===== config.mk =====
export PLATFORM = sky130hd
export DESIGN_NAME = torpedo_launch_scheduler
export DESIGN_NICKNAME = d
export VERILOG_FILES = /design/src/rtl/torpedo_launch_scheduler.sv
export SDC_FILE = /design/constraint.sdc
export NUM_CORES = 1
export LEC_CHECK = 0
export CORE_ASPECT_RATIO = 0.8
export CORE_MARGIN = 4
export CORE_UTILIZATION = 54
export CTS_BUF_LIST = sky130_fd_sc_hd__clkbuf_4
export CTS_CLUSTER_SIZE = 14
export DETAILED_ROUTE_END_ITERATION = 8
export GPL_ROUTABILITY_DRIVEN = 0
export PLACE_DENSITY_LB_ADDON = 0.08
export SYNTH_ARGS = -nofsm -noshare
export SYNTH_HDL_FRONTEND = slang
export SYNTH_SLANG_ARGS = --single-unit
export TNS_END_PERCENT = 50

===== constraint.sdc =====
create_clock -name clk -period 2.3 [get_ports clk]
set_input_delay 0.46 -clock clk [delete_from_list [all_inputs] [get_ports clk]]
set_output_delay 0.46 -clock clk [all_outputs]
set_load 0.005 [all_outputs]

===== src/rtl/torpedo_launch_scheduler.sv =====
// Shared fire-button scheduler: debounces fire at frame rate and hands each
// launch to the next free torpedo unit round-robin, with a frame-based cooldown.
//
// state    | meaning
// IDLE     | waiting for a request; requests with no free unit count as drops
// LAUNCH   | one-hot strobe held on the selected unit for LAUNCH_LEN cycles
// COOLDOWN | counting vsyncs before the next request is accepted
module torpedo_launch_scheduler #(
  parameter int TORPEDOS        = 4,
  parameter int LAUNCH_LEN      = 4,
  parameter int COOLDOWN_FRAMES = 6,
  parameter int REPEAT_FRAMES   = 15
) (
  input  logic                            clk,
  input  logic                            reset,
  input  logic                            vsync,
  input  logic                            fire,
  input  logic [TORPEDOS-1:0]             t_active,
  input  logic [TORPEDOS-1:0]             t_dead,
  output logic [TORPEDOS-1:0]             launch,
  output logic [$clog2(TORPEDOS)-1:0]     launch_idx,
  output logic [$clog2(TORPEDOS+1)-1:0]   active_count,
  output logic                            busy,
  output logic [15:0]                     shots,
  output logic [7:0]                      drops
);

  localparam int IDXW = $clog2(TORPEDOS);
  localparam int CNTW = $clog2(TORPEDOS + 1);
  localparam int LLW  = (LAUNCH_LEN < 2) ? 1 : $clog2(LAUNCH_LEN);
  localparam int CDW  = (COOLDOWN_FRAMES < 1) ? 1 : $clog2(COOLDOWN_FRAMES + 1);
  localparam int RPW  = (REPEAT_FRAMES < 1) ? 1 : $clog2(REPEAT_FRAMES + 1);

  typedef enum logic [1:0] {IDLE, LAUNCH, COOLDOWN} state_t;

  state_t              state, state_nxt;
  logic                test, fire_db, fire_db_q;
  logic [RPW-1:0]      rep_cnt;
  logic                rep_req;
  logic                req;
  logic [TORPEDOS-1:0] free, free_rot;
  logic [IDXW-1:0]     sel, sel_scan, rr;
  logic [LLW-1:0]      lcnt;
  logic [CDW-1:0]      cd_cnt;
  logic [CNTW-1:0]     act_pop;

  assign free = ~t_active & ~t_dead;
  assign req  = (fire_db & ~fire_db_q) | rep_req;

  // Rotate free so bit 0 is the slot at rr; the lowest set offset wins.
  always_comb begin
    free_rot = TORPEDOS'({free, free} >> rr);
    sel_scan = '0;
    for (int i = TORPEDOS - 1; i >= 0; i--) begin
      if (free_rot[i]) sel_scan = IDXW'((int'(rr) + i) % TORPEDOS);
    end
  end

  always_comb begin
    act_pop = '0;
    for (int i = 0; i < TORPEDOS; i++) act_pop = act_pop + CNTW'(t_active[i]);
  end

  always_ff @(posedge clk) begin
    if (reset) state <= IDLE;
    else       state <= state_nxt;
  end

  always_comb begin
    state_nxt = state;
    case (state)
      IDLE:     if (req && free != '0) state_nxt = LAUNCH;
      LAUNCH:   if (lcnt == '0) state_nxt = COOLDOWN;
      COOLDOWN: if (cd_cnt == '0 || (vsync && cd_cnt == CDW'(1))) state_nxt = IDLE;
      default:  state_nxt = IDLE;
    endcase
  end

  always_comb begin
    launch     = '0;
    launch_idx = '0;
    busy       = (state != IDLE);
    if (state == LAUNCH) begin
      launch     = TORPEDOS'(1) << sel;
      launch_idx = sel;
    end
  end

  always_ff @(posedge clk) begin
    if (reset) begin
      test         <= 1'b0;
      fire_db      <= 1'b0;
      fire_db_q    <= 1'b0;
      rep_cnt      <= '0;
      rep_req      <= 1'b0;
      sel          <= '0;
      rr           <= '0;
      lcnt         <= '0;
      cd_cnt       <= '0;
      shots        <= '0;
      drops        <= '0;
      active_count <= '0;
    end else begin
      fire_db_q    <= fire_db;
      active_count <= act_pop;
      rep_req      <= 1'b0;

      // A frame counts as pressed only if fire stayed high through all of it.
      if (vsync) begin
        fire_db <= test & fire;
        test    <= 1'b1;
      end else begin
        test    <= test & fire;
      end

      if (REPEAT_FRAMES != 0) begin
        if (!fire_db) begin
          rep_cnt <= '0;
        end else if (vsync) begin
          if (int'(rep_cnt) + 1 == REPEAT_FRAMES) begin
            rep_cnt <= '0;
            rep_req <= 1'b1;
          end else begin
            rep_cnt <= rep_cnt + RPW'(1);
          end
        end
      end

      case (state)
        IDLE: begin
          if (req) begin
            if (free == '0) begin
              if (drops != 8'hFF) drops <= drops + 8'd1;
            end else begin
              sel  <= sel_scan;
              lcnt <= LLW'(LAUNCH_LEN - 1);
            end
          end
        end
        LAUNCH: begin
          if (lcnt == '0) begin
            shots  <= shots + 16'd1;
            rr     <= (sel == IDXW'(TORPEDOS - 1)) ? '0 : sel + IDXW'(1);
            cd_cnt <= CDW'(COOLDOWN_FRAMES);
          end else begin
            lcnt <= lcnt - LLW'(1);
          end
        end
        COOLDOWN: begin
          if (vsync && cd_cnt != '0) cd_cnt <= cd_cnt - CDW'(1);
        end
        default: ;
      endcase
    end
  end

endmodule


* Word level (Yosys, flattened, before mapping) *
Index checks and enable logic that the tools add are counted.

word-level totals
  word-level logic and storage cells = 93
  register bits after elaboration = 46

cells by class
  add/subtract/negate cells = 13
  bitwise gates (word level) = 10
  multiplexer cells = 21
  reductions and logical operators = 21
  eq/ne operators = 13
  shift operators = 2

operators by type and width
  kind                   count
  $mux 2                 12
  $add 16x1->16 const B  1
  $ne 2x2->1 const B     7
  $reduce_and 3->1       3
  $add 8x1->8 const B    1
  $mux 4                 2
  $ne 8x8->1 const B     1
  $not 4->4              2
  $reduce_and 4->1       2
  $shr 8x2->4            1
  $mux 3                 2
  $pmux 2 s3             1
  $pmux 3 s2             1
  $reduce_bool 2->1      3
  $add 4x1->5 const B    1
  $eq 5x4->1 const B     1
  $add 2x1->2 const B    2
  $add 2x2->2 const B    2
  $add 4x1->4 const B    1
  $and 4x4->4            1
  $eq 2x2->1 const B     2
  $logic_not 2->1        2
  $logic_not 4->1        1
  $not 1->1              4
  other kinds (20)       24

* Logic depth before layout (Yosys ltp) *
Gate-level depths: netlist of the first run.

  depth after elaboration = 7
  mapped depth = 8
  mapped depth without buffers = 7

* Least setup slack after synthesis of the first run *
No wires, ideal clock.

  path kind = input port to flip-flop
  start point = input port t_active[1]
  end point = register drops[7]
  data arrival time = 1.772 ns
  data required time = 2.177 ns
  stages on the path = 5
  path slack = 0.404 ns
  setup time = 0.123 ns
  cell sequence = nor2_1 or4_4 buf_6 nor4_4 mux2_1

between the ends
  longest elaborated chain between the ends = 4

ends and longest elaborated chain
  item                               RTL line  text
  from (decl)                        18        input logic [TORPEDOS-1:0] t_active,
  $not 4->4                          47        assign free = ~t_active & ~t_dead;
  $and 4x4->4                        47
  $logic_not 4->1                    132       if (free == '0) begin
  $reduce_and 4->1 (no source line)  -
  to (signal assigned)               133       if (drops != 8'hFF) drops <= drops + 8'd1;
  to (decl)                          25        output logic [7:0] drops

Every way passes these cells.
A chain may end at the register's enable or synchronous reset.

* Worst setup path in the final report of the first run *
  start point = register sel[0]
  end point = output port launch[0]

between the ends
  longest elaborated chain between the ends = 2

ends and longest elaborated chain
  item                    RTL line  text
  from (decl)             42        logic [IDXW-1:0] sel, sel_scan, rr;
  from (signal assigned)  135       sel <= sel_scan;
  $shl 1x2->4             84        launch = TORPEDOS'(1) << sel;
  $mux 4                  83        if (state == LAUNCH) begin
  to (decl)               20        output logic [TORPEDOS-1:0] launch,

Every way passes these cells.

==> flow_summary.toml, run 1 <==
[synth]
synth_area_leaders = "dfxtp_1 36%, ha_1 6.9%, a21oi_1 4.9%"
synth_nets = 314
syn_area_um2 = 2539
synth-seq-cells = 46
synth.top_cell.area_share = 0.3627
synth_cells = 287
synth_top_area_cell = "dfxtp_1"
async_flop_share = 0
yosys_most_used_dff = "dfxtp_1"
ys_seq_area_frac = 0.3627
ys_warn_count = 0
synth_cell_types = 52
synth_most_common_cell = "dfxtp_1"
synth.avg_cell_area_um2 = 8.846
synth_commonest_cells = "46 x dfxtp_1, 25 x a21oi_1, 20 x nor2_1, 17 x inv_1"
synth_edf_count = 0

[finish]
fin_cells = 403
nets = 369
drive_gt1_frac = 0.1079
postLayoutCellArea_um2 = 3203
antenna_cells = 0
nFillCells = 386
area_delta_synth_final_pct = 26.17

[floorplan]
fp.coreArea_um2 = 4569
initial_core_util = 0.5556
dieArea_um2 = 5869
rows = 22
chipHeight_um = 69.33
io_pins = 46
dieWidth_um = 84.66

[clock_network]
htree_levels = 2
cts_tree = "yes"
cts_buffer_depth = 2
cts_buffers = 5
cts-root-buf = "clkbuf_4"
path_clk_slew_ns = 0.13
post-cts-setup-buffer-count = 0
cts.sinks = 46
clock_latency_ns = 0.36

[pwr]
p_total_uw = 1466
power_per_cell_area_nw_per_um2 = 457.7
leakage_uw = 0.001166
ir_drop_v = 0.0003472

[timing]
finalSetupViolCount = 0
slew_headroom = 0.6042
fin_crit_ns = 2.140
timing.final.crit_share = 0.9302
timing.setup.tns_ns = 0
tightest_slew_ns = 0.5883
finClkSkew_ns = 0.007491
final_max_slew_viol_count = 0
finalHoldViolations = 0
fin_ws_ns = 0.1604
max_freq_ghz = 0.4674
rsz0062_at_grt = "no"

[worst_setup_path]
critPathArrivalTime_ns = 1.68
crit_type = "flip-flop to output pin"
worstPathMaxFanout = 5
critPathCaptureType = "output pin"
start_kind = "flip-flop"
worstPathRequired_ns = 1.84

[detailed_routing]
drc_errors = 0
via_count = 2224
firstDrtPassIters = 4
routedWlPerCell_um = 13.67
vias_per_cell = 5.519
drt-initial-drc-count = 109
wirelength_um = 5510
ant_nets = 0

[placement]
place.port_buffers = 45
dp_cells = 395
place_area_um2 = 3117
hpwlAfterDp_um = 4072
post-place-ws_ns = -0.1588

[global_routing]
first_global_vias = 2040
grt_pass1_wl_um = 9522
gr-total-overflow = 0
antenna_found_initial = 0
grt_start_max_net_pins = 22
track_usage = 0.1957

[hold_path]
min_path_type = "flip-flop to flip-flop"

[job]
drv_cap = 0

[outcome]
outcome = "finished clean"
-- sequential cells by signal, summed over array words and instances (netlist names), 2 cells and up --
signal        count
active_count      3
rep_cnt           4
shots            16
rr                2
drops             8
state             2
cd_cnt            3
sel               2
lcnt              2
-- cells in the final DEF (no fill, tap or decap), drive strengths merged, types with 9 or more instances in the layout --
cell	instances
buf	16
nand2	12
ha	14
clkdlybuf4s50	45
o21ai	11
a21oi	25
xor2	9
nor2	20
inv	17
nor2b	13
dfxtp	46
nand3	15
-- kinds of logic after synthesis --
logic type	Yosys count	synth area share
AOI/OAI and AO/OA	55	0.1355
xor gates and xnor gates	10	0.03450
adders and majority gates	15	0.07689
buffers and inverters	30	0.05174
DFF	46	0.3627
muxes	5	0.02218
and+or+nand+nor	126	0.3164
-- worst paths after layout --
| path | startpoint | end | slack, ns | cells after the start |
|---|---|---|---|---|
| hold / removal | cd_cnt[2] | cd_cnt[2] | 0.47 | 2 |
| setup reg to reg | drops[1] | drops[2] | 0.36 | 5 |
| setup / recovery | sel[0] | launch[0] | 0.16 | 4 |
| hold reg to reg | cd_cnt[2] | cd_cnt[2] | 0.47 | 2 |
-- worst max-delay path: stages, from the launching register on --
cell             delay [ns]
dfxtp_1                0.44
inv_1                  0.11
ha_1                   0.20
and2_1                 0.14
clkdlybuf4s50_1        0.44
-- layer usage --
| layer | routed length [um] | GRT usage | part of all wire | up-vias |
|---|---|---|---|---|
| li1 | - | - | - | 1141 |
| met3 | 261 | 0.04276 | 0.047 | 7 |
| met4 | 63 | 0.05624 | 0.011 | 0 |
| met1 | 2690 | 0.2752 | 0.49 | 1026 |
| met5 | 0 | 0 | 0 | - |
| met2 | 2495 | 0.3015 | 0.45 | 50 |
-- metrics by stage --
stage,hold WS (ns),util
after floorplan,0.4319,-
after global placement,0.4394,0.6821
after detailed placement,0.4445,0.6821
after CTS,0.4622,0.7002
after global routing,0.4837,0.7010
final,0.4650,0.7010
-- report_power, final --
part / internal, uW / switching (uW) / total [uW] / leakage (uW)
sequential: 807 / 5.96 / 813 / 0.000372
clock: 254 / 256 / 511 / 0.0000463
combinational: 72.0 / 70.0 / 142 / 0.000747
-- final cells by class --
class | instances | area [um2] | share of cell area
well taps | 60 | 75.07 | 0.02344
inverters | 17 | 63.81 | 0.01992
multi-input cells | 211 | 1489 | 0.4648
flip-flops and latches | 46 | 922.1 | 0.2879
clock buffers | 7 | 52.55 | 0.01641
repair buffers | 61 | 570.5 | 0.1781
clock inverters | 1 | 30.03 | 0.009375
-- timing repair --
action	in CTS	in global routing
hold buffers	0	0
endpoints found under the setup margin	0	5
gates resized for setup	0	2
Note: power is estimated with default switching activity, not from simulation.
==> run 2: changes to the inputs <==
--- a/config.mk
+++ b/config.mk
@@ -7,12 +7,13 @@
 export LEC_CHECK = 0
 export CORE_ASPECT_RATIO = 0.8
 export CORE_MARGIN = 4
-export CORE_UTILIZATION = 54
+export CORE_UTILIZATION = 49
 export CTS_BUF_LIST = sky130_fd_sc_hd__clkbuf_4
 export CTS_CLUSTER_SIZE = 14
 export DETAILED_ROUTE_END_ITERATION = 8
 export GPL_ROUTABILITY_DRIVEN = 0
 export PLACE_DENSITY_LB_ADDON = 0.08
+export SKIP_LAST_GASP = 1
 export SYNTH_ARGS = -nofsm -noshare
 export SYNTH_HDL_FRONTEND = slang
 export SYNTH_SLANG_ARGS = --single-unit
==> flow_summary.toml, run 2 (synthesized netlist as in run 1, its figures left out) <==
[global_routing]
track_usage = 0.1797
antenna_found_initial = 0
grt_pass1_wl_um = 9232
grt_start_max_net_pins = 29
first_global_vias = 2087
gr-total-overflow = 0

[worst_setup_path]
worstPathMaxFanout = 7
critPathArrivalTime_ns = 1.71
start_kind = "flip-flop"
crit_type = "flip-flop to output pin"
worstPathRequired_ns = 1.84
critPathCaptureType = "output pin"

[detailed_routing]
firstDrtPassIters = 4
drc_errors = 0
routedWlPerCell_um = 13.24
via_count = 2189
drt-initial-drc-count = 92
ant_nets = 0
wirelength_um = 5376
vias_per_cell = 5.392

[pwr]
power_per_cell_area_nw_per_um2 = 423.8
p_total_uw = 1353
leakage_uw = 0.001160
switchingPower_uw = 340.0
swShare = 0.2513
intPower_uw = 1013
power_frac_comb = 0.105
p_seq_frac = 0.601
ir_drop_v = 0.0003043
pwr-share-clk = 0.294

[floorplan]
rows = 23
dieArea_um2 = 6404
io_pins = 46
initial_core_util = 0.5070
fp.coreArea_um2 = 5007
chipHeight_um = 72.38
dieWidth_um = 88.48

[finish]
top_regs = "shots (16), drops (8), rep_cnt (4)"
postLayoutCellArea_um2 = 3193
largest_reg_flops = 16
nets = 370
top_register = "shots"
antenna_cells = 0
area_delta_synth_final_pct = 25.78
final_common_cell = "dfxtp_1"
final_cell_mix = "46 x dfxtp_1, 45 x clkdlybuf4s50_1, 25 x a21oi_1, 20 x nor2_1"
drive_gt1_frac = 0.1076

[outcome]
outcome = "finished clean"

[placement]
hpwlAfterDp_um = 4088
place_area_um2 = 3127
place.port_buffers = 45
post-place-ws_ns = -0.1340

[timing]
rsz0062_at_grt = "no"
timing.final.crit_share = 0.9439
fin_ws_ns = 0.1289
final_max_slew_viol_count = 0
finalSetupViolCount = 0
max_freq_ghz = 0.4606
hold_ws_ns = 0.4590
fin_crit_ns = 2.171
slew_headroom = 0.6180
tightest_slew_ns = 0.5730
finalHoldViolations = 0
finClkSkew_ns = 0.006008

[clock_network]
cts.sinks = 46
cts_tree = "yes"
path_clk_slew_ns = 0.14
cts_buffer_depth = 2
clock_latency_ns = 0.36
htree_levels = 2
post-cts-setup-buffer-count = 0
cts_buffers = 5
cts-root-buf = "clkbuf_4"

[hold_path]
min_path_type = "flip-flop to flip-flop"

[job]
drv_cap = 0
==> run 2: what timing repair did <==
action	4_1_cts	5_1_grt
hold buffers	0	0
pin swaps	0	0
hold endpoints to repair	0	0
setup endpoints to repair	4	3
resized for setup	1	1
==> run 2: worst max-delay path: stages, from the launching register on <==
cell and delay, ns:
dfxtp_1 0.46, nor2b_4 0.23, and2_1 0.15, clkdlybuf4s50_1 0.52
==> run 2: final timing paths <==
| check | end | slack, ns | cells after the start | start |
|---|---|---|---|---|
| max | launch[3] | 0.13 | 3 | state[0] |
| min | cd_cnt[2] | 0.46 | 2 | cd_cnt[2] |
| max reg2reg | drops[2] | 0.40 | 5 | drops[1] |
| min reg2reg | cd_cnt[2] | 0.46 | 2 | cd_cnt[2] |
==> run 2: power by group through the flow <==
stage	Sequential [uW]	Clock, uW	Combinational, uW
floorplan	831	0	73.3
global placement	831	0	140
detailed placement	831	0	143
CTS	814	417	144
global route	815	446	159
finish	813	398	142
==> run 2: layout make-up <==
class / count / area, um2
Inverter: 17 / 63.81
Multi-Input combinational cell: 211 / 1494
Fill cell: 449 / 1814
Clock inverter: 2 / 13.76
Tap cell: 62 / 77.57
Clock buffer: 6 / 45.04
Sequential cell: 46 / 920.9
Timing Repair Buffer: 62 / 578.1
==> run 2: metrics by stage <==
| step | TNS (ns) | cells | util |
|---|---|---|---|
| final | 0 | 406 | 0.6377 |
| after global routing | 0 | 406 | 0.6377 |
| after CTS | 0 | 406 | 0.6367 |
| after detailed placement | -0.8459 | 398 | 0.6244 |
| after global placement | -0.6108 | 398 | 0.6244 |
| after floorplan | 0 | 287 | - |
==> run 2: per-layer routing <==
| metal | track usage | share of wire | up-vias | routed length [um] |
|---|---|---|---|---|
| met2 | 0.2905 | 0.46 | 35 | 2458 |
| li1 | - | - | 1139 | - |
| met5 | 0 | 0 | - | 0 |
| met4 | 0.05034 | 0.0076 | 0 | 41 |
| met1 | 0.2419 | 0.49 | 1010 | 2634 |
| met3 | 0.03973 | 0.045 | 5 | 242 |
